## src/rtl/stage5_msg_sched_pkg.sv

```systemverilog
// Shared encodings for the stage-5 message scheduler: type codes, mux controls and FSM states.
package stage5_msg_sched_pkg;

  localparam int MSG_W_DEF  = 32;
  localparam int CTRL_W_DEF = 2;
  localparam int TYPE_W_DEF = 8;

  localparam int unsigned TYPE_CODE_A = 8'h41;
  localparam int unsigned TYPE_CODE_K = 8'h4B;

  localparam int unsigned MUX_NONE = 0;
  localparam int unsigned MUX_A    = 1;
  localparam int unsigned MUX_K    = 2;

  typedef enum logic {
    SCHED_COLLECT = 1'b0,
    SCHED_ISSUE   = 1'b1
  } sched_state_e;

endpackage

```

## src/rtl/stage5_msg_sched_slot.sv

```systemverilog
// One-entry lane buffer: holds a message and its mapped mux control from accept
// until the batch it belongs to retires. Exposes next-state values so the top can capture same-cycle accepts.
module stage5_msg_slot
  import stage5_msg_sched_pkg::*;
#(
  parameter int MSG_W  = MSG_W_DEF,
  parameter int CTRL_W = CTRL_W_DEF,
  parameter int TYPE_W = TYPE_W_DEF
) (
  input  logic              clk,
  input  logic              rst,
  input  logic              open,
  input  logic              clear,
  input  logic              vld,
  input  logic [MSG_W-1:0]  new_msg,
  input  logic [TYPE_W-1:0] new_type,
  output logic              rdy,
  output logic              full,
  output logic              nxt_full,
  output logic [MSG_W-1:0]  nxt_msg,
  output logic [CTRL_W-1:0] nxt_ctrl
);

  logic [MSG_W-1:0]  msg;
  logic [CTRL_W-1:0] ctrl;
  logic              take;

  // Unknown codes still occupy the slot; they just select no extractor.
  function automatic logic [CTRL_W-1:0] map_type(input logic [TYPE_W-1:0] code);
    if (code == TYPE_W'(TYPE_CODE_A)) return CTRL_W'(MUX_A);
    if (code == TYPE_W'(TYPE_CODE_K)) return CTRL_W'(MUX_K);
    return CTRL_W'(MUX_NONE);
  endfunction

  assign rdy  = ~full & open;
  assign take = vld & rdy;

  always_comb begin
    nxt_full = full;
    nxt_msg  = msg;
    nxt_ctrl = ctrl;
    if (clear) begin
      nxt_full = 1'b0;
      nxt_msg  = '0;
      nxt_ctrl = CTRL_W'(MUX_NONE);
    end else if (take) begin
      nxt_full = 1'b1;
      nxt_msg  = new_msg;
      nxt_ctrl = map_type(new_type);
    end
  end

  always_ff @(posedge clk or posedge rst) begin
    if (rst) begin
      full <= 1'b0;
      msg  <= '0;
      ctrl <= CTRL_W'(MUX_NONE);
    end else begin
      full <= nxt_full;
      msg  <= nxt_msg;
      ctrl <= nxt_ctrl;
    end
  end

endmodule

```

## src/rtl/stage5_msg_sched.sv

```systemverilog
// Stage-5 message scheduler: collects one message per lane and issues all three as one enable beat.
// Define STAGE5_SCHED_TIMEOUT_EN to let a partial batch issue after TIMEOUT cycles without a flush.
module stage5_msg_sched
  import stage5_msg_sched_pkg::*;
#(
  parameter int MSG_W   = MSG_W_DEF,
  parameter int CTRL_W  = CTRL_W_DEF,
  parameter int TYPE_W  = TYPE_W_DEF,
  parameter int TIMEOUT = 16
) (
  input  logic              clk,
  input  logic              rst,
  input  logic              in_vld_1,
  input  logic              in_vld_2,
  input  logic              in_vld_3,
  output logic              in_rdy_1,
  output logic              in_rdy_2,
  output logic              in_rdy_3,
  input  logic [MSG_W-1:0]  in_msg_1,
  input  logic [MSG_W-1:0]  in_msg_2,
  input  logic [MSG_W-1:0]  in_msg_3,
  input  logic [TYPE_W-1:0] in_type_1,
  input  logic [TYPE_W-1:0] in_type_2,
  input  logic [TYPE_W-1:0] in_type_3,
  input  logic              flush,
  input  logic              out_rdy,
  output logic              message_en,
  output logic [MSG_W-1:0]  message_1,
  output logic [MSG_W-1:0]  message_2,
  output logic [MSG_W-1:0]  message_3,
  output logic [CTRL_W-1:0] message_mux_control_m1,
  output logic [CTRL_W-1:0] message_mux_control_m2,
  output logic [CTRL_W-1:0] message_mux_control_m3,
  output logic              busy
);

  sched_state_e      state;
  logic [2:0]        lane_vld;
  logic [2:0]        lane_rdy;
  logic [2:0]        full;
  logic [2:0]        nxt_full;
  logic [MSG_W-1:0]  lane_msg   [3];
  logic [TYPE_W-1:0] lane_type  [3];
  logic [MSG_W-1:0]  nxt_msg    [3];
  logic [CTRL_W-1:0] nxt_ctrl   [3];
  logic [MSG_W-1:0]  batch_msg  [3];
  logic [CTRL_W-1:0] batch_ctrl [3];
  logic              slot_open;
  logic              retire;
  logic              any_full;
  logic              timeout_hit;
  logic              go_issue;

  assign lane_vld     = {in_vld_3, in_vld_2, in_vld_1};
  assign lane_msg[0]  = in_msg_1;
  assign lane_msg[1]  = in_msg_2;
  assign lane_msg[2]  = in_msg_3;
  assign lane_type[0] = in_type_1;
  assign lane_type[1] = in_type_2;
  assign lane_type[2] = in_type_3;

  assign slot_open = (state == SCHED_COLLECT);
  assign retire    = (state == SCHED_ISSUE) & out_rdy;
  assign any_full  = |full;

  for (genvar i = 0; i < 3; i++) begin : g_slot
    stage5_msg_slot #(
      .MSG_W  (MSG_W),
      .CTRL_W (CTRL_W),
      .TYPE_W (TYPE_W)
    ) u_slot (
      .clk      (clk),
      .rst      (rst),
      .open     (slot_open),
      .clear    (retire),
      .vld      (lane_vld[i]),
      .new_msg  (lane_msg[i]),
      .new_type (lane_type[i]),
      .rdy      (lane_rdy[i]),
      .full     (full[i]),
      .nxt_full (nxt_full[i]),
      .nxt_msg  (nxt_msg[i]),
      .nxt_ctrl (nxt_ctrl[i])
    );
  end

`ifdef STAGE5_SCHED_TIMEOUT_EN
  localparam int TIMER_W = $clog2(TIMEOUT + 1);
  localparam logic [TIMER_W-1:0] TIMER_MAX = TIMER_W'(TIMEOUT - 1);

  logic [TIMER_W-1:0] timer;

  // Age of the oldest waiting message; held while a batch is out, saturating at the issue point.
  always_ff @(posedge clk or posedge rst) begin
    if (rst) begin
      timer <= '0;
    end else if (state == SCHED_ISSUE) begin
      if (out_rdy) timer <= '0;
    end else if (!any_full) begin
      timer <= '0;
    end else if (timer != TIMER_MAX) begin
      timer <= timer + 1'b1;
    end
  end

  assign timeout_hit = (timer == TIMER_MAX) & any_full;
`else
  assign timeout_hit = 1'b0;
`endif

  // Uses post-accept fullness so messages arriving on the completing cycle join the batch.
  assign go_issue = slot_open & ((&nxt_full) | (flush & (|nxt_full)) | timeout_hit);

  always_ff @(posedge clk or posedge rst) begin
    if (rst) begin
      state      <= SCHED_COLLECT;
      message_en <= 1'b0;
      for (int i = 0; i < 3; i++) begin
        batch_msg[i]  <= '0;
        batch_ctrl[i] <= CTRL_W'(MUX_NONE);
      end
    end else begin
      case (state)
        SCHED_COLLECT: begin
          if (go_issue) begin
            state      <= SCHED_ISSUE;
            message_en <= 1'b1;
            for (int i = 0; i < 3; i++) begin
              batch_msg[i]  <= nxt_msg[i];
              batch_ctrl[i] <= nxt_ctrl[i];
            end
          end
        end
        SCHED_ISSUE: begin
          if (out_rdy) begin
            state      <= SCHED_COLLECT;
            message_en <= 1'b0;
            for (int i = 0; i < 3; i++) begin
              batch_msg[i]  <= '0;
              batch_ctrl[i] <= CTRL_W'(MUX_NONE);
            end
          end
        end
        default: begin
          state      <= SCHED_COLLECT;
          message_en <= 1'b0;
        end
      endcase
    end
  end

  assign in_rdy_1 = lane_rdy[0];
  assign in_rdy_2 = lane_rdy[1];
  assign in_rdy_3 = lane_rdy[2];

  assign message_1              = batch_msg[0];
  assign message_2              = batch_msg[1];
  assign message_3              = batch_msg[2];
  assign message_mux_control_m1 = batch_ctrl[0];
  assign message_mux_control_m2 = batch_ctrl[1];
  assign message_mux_control_m3 = batch_ctrl[2];

  assign busy = any_full | (state == SCHED_ISSUE);

endmodule
```

## config.mk

```make
export PLATFORM = sky130hd
export DESIGN_NAME = stage5_msg_sched
export DESIGN_NICKNAME = d
export VERILOG_FILES = /design/src/rtl/stage5_msg_sched_pkg.sv /design/src/rtl/stage5_msg_sched_slot.sv /design/src/rtl/stage5_msg_sched.sv
export SDC_FILE = /design/constraint.sdc
export NUM_CORES = 1
export LEC_CHECK = 0
export BUFFER_PORTS_ARGS = -buffer_cell sky130_fd_sc_hd__buf_4
export CORE_ASPECT_RATIO = 0.6
export CORE_MARGIN = 5
export CORE_UTILIZATION = 57
export DETAILED_ROUTE_END_ITERATION = 6
export GPL_ROUTABILITY_DRIVEN = 0
export HOLD_SLACK_MARGIN = 0.03
export PLACE_DENSITY = 0.95
export SLEW_MARGIN = 20
export SYNTH_ARGS = -nofsm -noshare
export SYNTH_HDL_FRONTEND = slang
export SYNTH_HIERARCHICAL = 1
export SYNTH_SLANG_ARGS = --single-unit
```

## constraint.sdc

```tcl
create_clock -name clk -period 7.3 [get_ports clk]
set_clock_uncertainty 0.15 [all_clocks]
set_input_delay 0.73 -clock clk [delete_from_list [all_inputs] [get_ports clk]]
set_output_delay 0.73 -clock clk [all_outputs]
set_load 0.05 [all_outputs]
```

Word level (Yosys, flattened, before mapping)
Cells that the tools add are included.

storage, ports and cells
  logic and storage cells = 107
  register bits after elaboration = 209
  input port bits = 127
  output and inout port bits = 107

cells by class
  bitwise logic cells = 15
  multiplexer cells = 63
  reductions and logical operators = 4
  eq/ne operators = 8

operators by type and width
  operator            count
  $mux 32             6
  $mux 96             2
  $pmux 96 s2         1
  $eq 8x7->1 const B  6
  $mux 2              18
  $mux 1              31
  $mux 6              2
  $pmux 6 s2          1
  $and 1x1->1         9
  $reduce_or 3->1     2
  $ne 2x2->1 const B  2
  $not 1->1           4
  $pmux 1 s2          2
  $reduce_and 3->1    1
  $or 1x1->1          2
  $reduce_and 2->1    1

Depth between registers and ports, before layout
  depth in word-level cells = 14
  mapped depth = 12
  gate-level depth less buffers = 7

Modules after synthesis
The synthesis kept the hierarchy.

modules (own cells, without submodules)
  module            area an instance (um^2)  instances  sequential area each (um^2)  cells each
  stage5_msg_slot   1508.9                   3          875.8                        156
  stage5_msg_sched  4375.4                   1          2602.5                       466

Worst setup path after synthesis
OpenSTA, ideal clock, no wires.

  path type = input to register
  from = input port out_rdy
  to = register state
  cell stages on the path = 12
  required time = 7007 ps
  setup time = 143 ps
  setup slack = 4290 ps
  buffers on the path = 6
  arrival = 2717 ps
  cell sequence = nand2_1 > buf_2 > buf_1 > inv_1 > buf_6 > clkbuf_1 > nor2_1 > o21a_1 > a22o_1 > buf_6 > buf_6 > o21bai_1

between the ends
  cells in the longest elaborated chain, start to end = 8
  elaborated cells between the ends (all ways) = 12
  those cells by class = mux (6); bitwise (4); reduce/logical (2)

ends and longest elaborated chain
  what                    RTL line                     source
  start: declaration      stage5_msg_sched.sv:26       input logic out_rdy,
  $and 1x1->1 *           stage5_msg_sched.sv:63       assign retire = (state == SCHED_ISSUE) & out_rdy;
  net retire              stage5_msg_sched.sv:49       logic retire;
  $mux 1 *                stage5_msg_sched_slot.sv:42  if (clear) begin
  net nxt_full[0]         stage5_msg_sched.sv:41       logic [2:0] nxt_full;
  $reduce_or 3->1         stage5_msg_sched.sv:112      assign go_issue = slot_open & ((&nxt_full) | (flush & (|nxt_full)) | timeout_hit);
  $and 1x1->1             stage5_msg_sched.sv:112
  $or 1x1->1 *            stage5_msg_sched.sv:112
  $and 1x1->1 *           stage5_msg_sched.sv:112
  $mux 1 *                stage5_msg_sched.sv:125      if (go_issue) begin
  $pmux 1 s2 *            stage5_msg_sched.sv:123      case (state)
  end signal: assignment  stage5_msg_sched.sv:116      state <= SCHED_COLLECT;
  end signal: assignment  stage5_msg_sched.sv:126      state <= SCHED_ISSUE;
  end signal: assignment  stage5_msg_sched.sv:136      state <= SCHED_COLLECT;
  end: declaration        stage5_msg_sched.sv:37       sched_state_e state;

Mark *: on every way through the listed nets, which the timed path passes. The rest lies on a longest branch.
A chain may end at the register's enable or synchronous reset.

Worst setup path after layout
  from = register state
  to = register batch_msg (netlist bit message_3[20])

between the ends
  elaborated cells between the ends (all ways) = 26
  those cells by class = eq/ne (2); mux (10); bitwise (11); reduce/logical (3)

RTL lines
  what                            RTL line                     source
  $and 1x1->1 *                   stage5_msg_sched.sv:63
  net retire                      stage5_msg_sched.sv:49
  $mux 1 *                        stage5_msg_sched_slot.sv:42
  net nxt_full[0]                 stage5_msg_sched.sv:41
  $reduce_or 3->1                 stage5_msg_sched.sv:112
  $and 1x1->1                     stage5_msg_sched.sv:112
  $or 1x1->1 *                    stage5_msg_sched.sv:112
  $and 1x1->1 *                   stage5_msg_sched.sv:112
  $ne 2x2->1 (no line) *          -
  $reduce_and 2->1 (no line) *    -
  end signal: indexed assignment  stage5_msg_sched.sv:129      batch_msg[i] <= nxt_msg[i];
  end: declaration                stage5_msg_sched.sv:46       logic [MSG_W-1:0] batch_msg [3];

Mark *: on every way through the listed nets, which the timed path passes. The rest lies on a longest branch. The select of a mux whose other input is x is not followed.

==> impl_metrics.ini <==
[worst_setup_path]
rr_worst_depth = 7
r2r-end = message_3[20]
crit_path_max_incr_delay_ns = 0.56
regToRegStartpoint = state
endpoint_kind = flip-flop
path_class = reg -> reg
crit_required_ns = 7.47
cp-start-kind = flip-flop
cp_num_buf_inv = 2
slowest_stage = a22o_4
crit_family = compound AO/OA/AOI/OAI gates
cp.arrival_ns = 3.69
r2r_slack_ns = 3.79
worstPathMaxFanout = 104
crit_chain = nand2_8, inv_4, nor2_1, o21a_1, a22o_4, buf_16, o22ai_1

[detailed_routing]
dr.pass1.iters = 5
drc = 0
routedWlPerCell_um = 19.2
wirelength_um = 25700
first_iter_violations = 817
drt.antenna.violating_nets = 0
via_count = 7769
avgViaCountPerCell = 5.80

[logic_synthesis]
synth_edf_count = 0
ys_types = 29
syn_nets = 1061
synthCells = 934
async_flop_share = 1.00
avgSynthCellArea_um2 = 9.53
ys_seq_area_frac = 0.587
yosysWarnings = 6
syn_area_um2 = 8900
ys_ff_latch = 209
synth_flop_cell = dfrtp_1

[die]
coreArea_um2 = 15300
start_util = 0.581
rows = 35
design.die.area_um2 = 18300
die_w_um = 171
ios = 234
die_y_um = 107

[pwr]
powerDensity_nw_per_um2 = 503
irDropWorstVdd_uv = 312
p_leak_nw = 5.30
power_w = 0.00563

[final_layout]
drive_gt1_frac = 0.277
num_antenna_cells = 0
finalNetCount = 1251
final_cell_area_um2 = 11200
area_growth_pct = 25.7
fill_cells = 1081

[timing]
slew_violations = 0
rsz0062_at_grt = false
hold_violations = 0
setup_viol = 0
clock.fmax_ghz = 0.284
worst_pin_slew_ns = 0.872
relSlewSlack = 0.419
tns_ns = 0
fin_crit_ns = 3.51
fin_crit_sh = 0.482

[hold_path]
hold_end = g_slot[2].u_slot/ctrl[0]
worstHoldStart = in_type_3[3]
hold_depth = 2
holdCritPathClass = in -> reg

[clock_network]
clock-root-buffer = clkbuf_16
clk_pin_slew_worst_paths_ns = 0.07
clk_path_buf_depth = 3
cts_resized = 0
numClockSinks = 209
htree_num_levels = 1
cts_tree = yes
clk_latency_ns = 0.49
cts_buffers = 20

[global_routing]
grt_pass1_vias = 7666
grt_use_total = 0.271
antenna_found_initial = 0
grt_overflow = 0
grt_start_max_net_pins = 112
grt_first_pass_wirelength_um = 39900

[place]
dp_hpwl_um = 16200
place_area_um2 = 10500
portBuffers = 233

[status]
status = finished clean

[job]
max_cap_violations = 0
flip-flops by register name (all words and copies together) (netlist names):
| register | cells |
|---|---|
| g_slot.u_slot/msg | 96 |
| message_1 | 32 |
| message_2 | 32 |
| message_3 | 32 |
| g_slot.u_slot/ctrl | 6 |
| g_slot.u_slot/full | 3 |
| message_mux_control_m1 | 2 |
| message_mux_control_m2 | 2 |
| message_mux_control_m3 | 2 |
| message_en | 1 |
| state | 1 |
Yosys cell counts (2+ instances only):
cell | number | area, µm²
dfrtp_1 | 209 | 5230
a21oi_2 | 15 | 131
buf_8 | 9 | 135
nor4b_4 | 3 | 71.3
o21ai_0 | 3 | 15.0
nor2_1 | 9 | 33.8
nand3_1 | 6 | 30.0
nand3b_1 | 6 | 45.0
clkbuf_1 | 34 | 128
inv_1 | 5 | 18.8
o22ai_2 | 10 | 125
buf_6 | 13 | 146
a21oi_1 | 82 | 410
and3b_1 | 3 | 26.3
buf_2 | 10 | 50.1
nand2_1 | 397 | 1490
nand3b_2 | 3 | 33.8
o22ai_1 | 92 | 576
and2b_1 | 3 | 22.5
buf_4 | 10 | 75.1
o41ai_2 | 3 | 48.8
a21o_1 | 2 | 15.0
layout make-up:
class	count	area, µm²	share of cell area
clock buffer	31	623	0.0557
clock inverter	3	42.5	0.00380
inverter	6	28.8	0.00257
multi-input combinational	642	3150	0.281
sequential	209	5230	0.467
tap	203	254	0.0227
timing repair buffer	245	1870	0.167
worst reg2reg max path, cell delays in order (launching register included):
cell and delay (ns):
dfrtp_1 0.49, nand2_8 0.53, inv_4 0.51, nor2_1 0.32, o21a_1 0.26, a22o_4 0.56
buf_16 0.32, o22ai_1 0.23
per-layer routing:
| metal | routed length, µm | global-route usage | vias to the layer above |
|---|---|---|---|
| met3 | 2730 | 0.0641 | 59 |
| met4 | 723 | 0.0797 | 0 |
| met1 | 10300 | 0.395 | 3773 |
| met2 | 11900 | 0.410 | 462 |
| li1 | - | - | 3475 |
| met5 | 0 | 0 | - |
metrics by stage:
stage | util | cells | setup WS, ns | hold WS, ns
final | 0.730 | 1339 | 3.79 | 0.316
after global routing | 0.730 | 1339 | 3.66 | 0.306
after CTS | 0.728 | 1338 | 3.29 | 0.286
after detailed placement | 0.684 | 1303 | 2.93 | 0.318
after global placement | 0.684 | 1303 | 3.05 | 0.322
after floorplan | - | 934 | 3.69 | 0.327
cells by family (layout without fill, tap and decap cells):
| group | after synthesis | after routing | synth area share |
|---|---|---|---|
| and+or+nand+nor | 432 | 432 | 0.198 |
| AOI/OAI and AO/OA | 210 | 210 | 0.151 |
| DFF | 209 | 209 | 0.587 |
| buffers and inverters | 83 | 285 | 0.0630 |
layout by cell type (no fill, tap or decap), drive strengths merged:
master	count
clkbuf	31
nand3	6
nand3b	9
buf	244
o21ai	3
bufinv	1
clkinv	2
and2b	3
o21a	1
a22o	1
nand2	397
o22ai	102
a21o	2
nor2	9
a21oi	97
and3b	3
or4	1
nor4b	3
dfrtp	209
inv	5
nor2b	1
o41ai	3
o21bai	1
clkinvlp	1
dlygate4sd3	1
timing repair:
action	CTS	global route
hold buffers	1	0
endpoints found under the hold margin	3	0
setup buffers	0	0
endpoints found under the setup margin	0	0
worst max path at each step:
stage                     slack [ns]     from  cells after the start            end
after floorplan                 3.69      rst                      1   message_1[0]
after global placement          3.05  out_rdy                      7  message_1[22]
after detailed placement        2.93  out_rdy                      7   message_1[3]
after CTS                       3.29    state                      6   message_1[3]
after global routing            3.66    state                      9  message_3[20]
final                           3.79    state                      7  message_3[20]
power by group:
part / total [W] / switching (W) / leakage, nW / internal [W]
Combinational: 0.00271 / 0.00193 / 2.17 / 0.000777
Sequential: 0.00187 / 0.000239 / 2.81 / 0.00164
Clock: 0.00105 / 0.000426 / 0.325 / 0.000621
No activity file was read; power rests on OpenSTA's default activity.
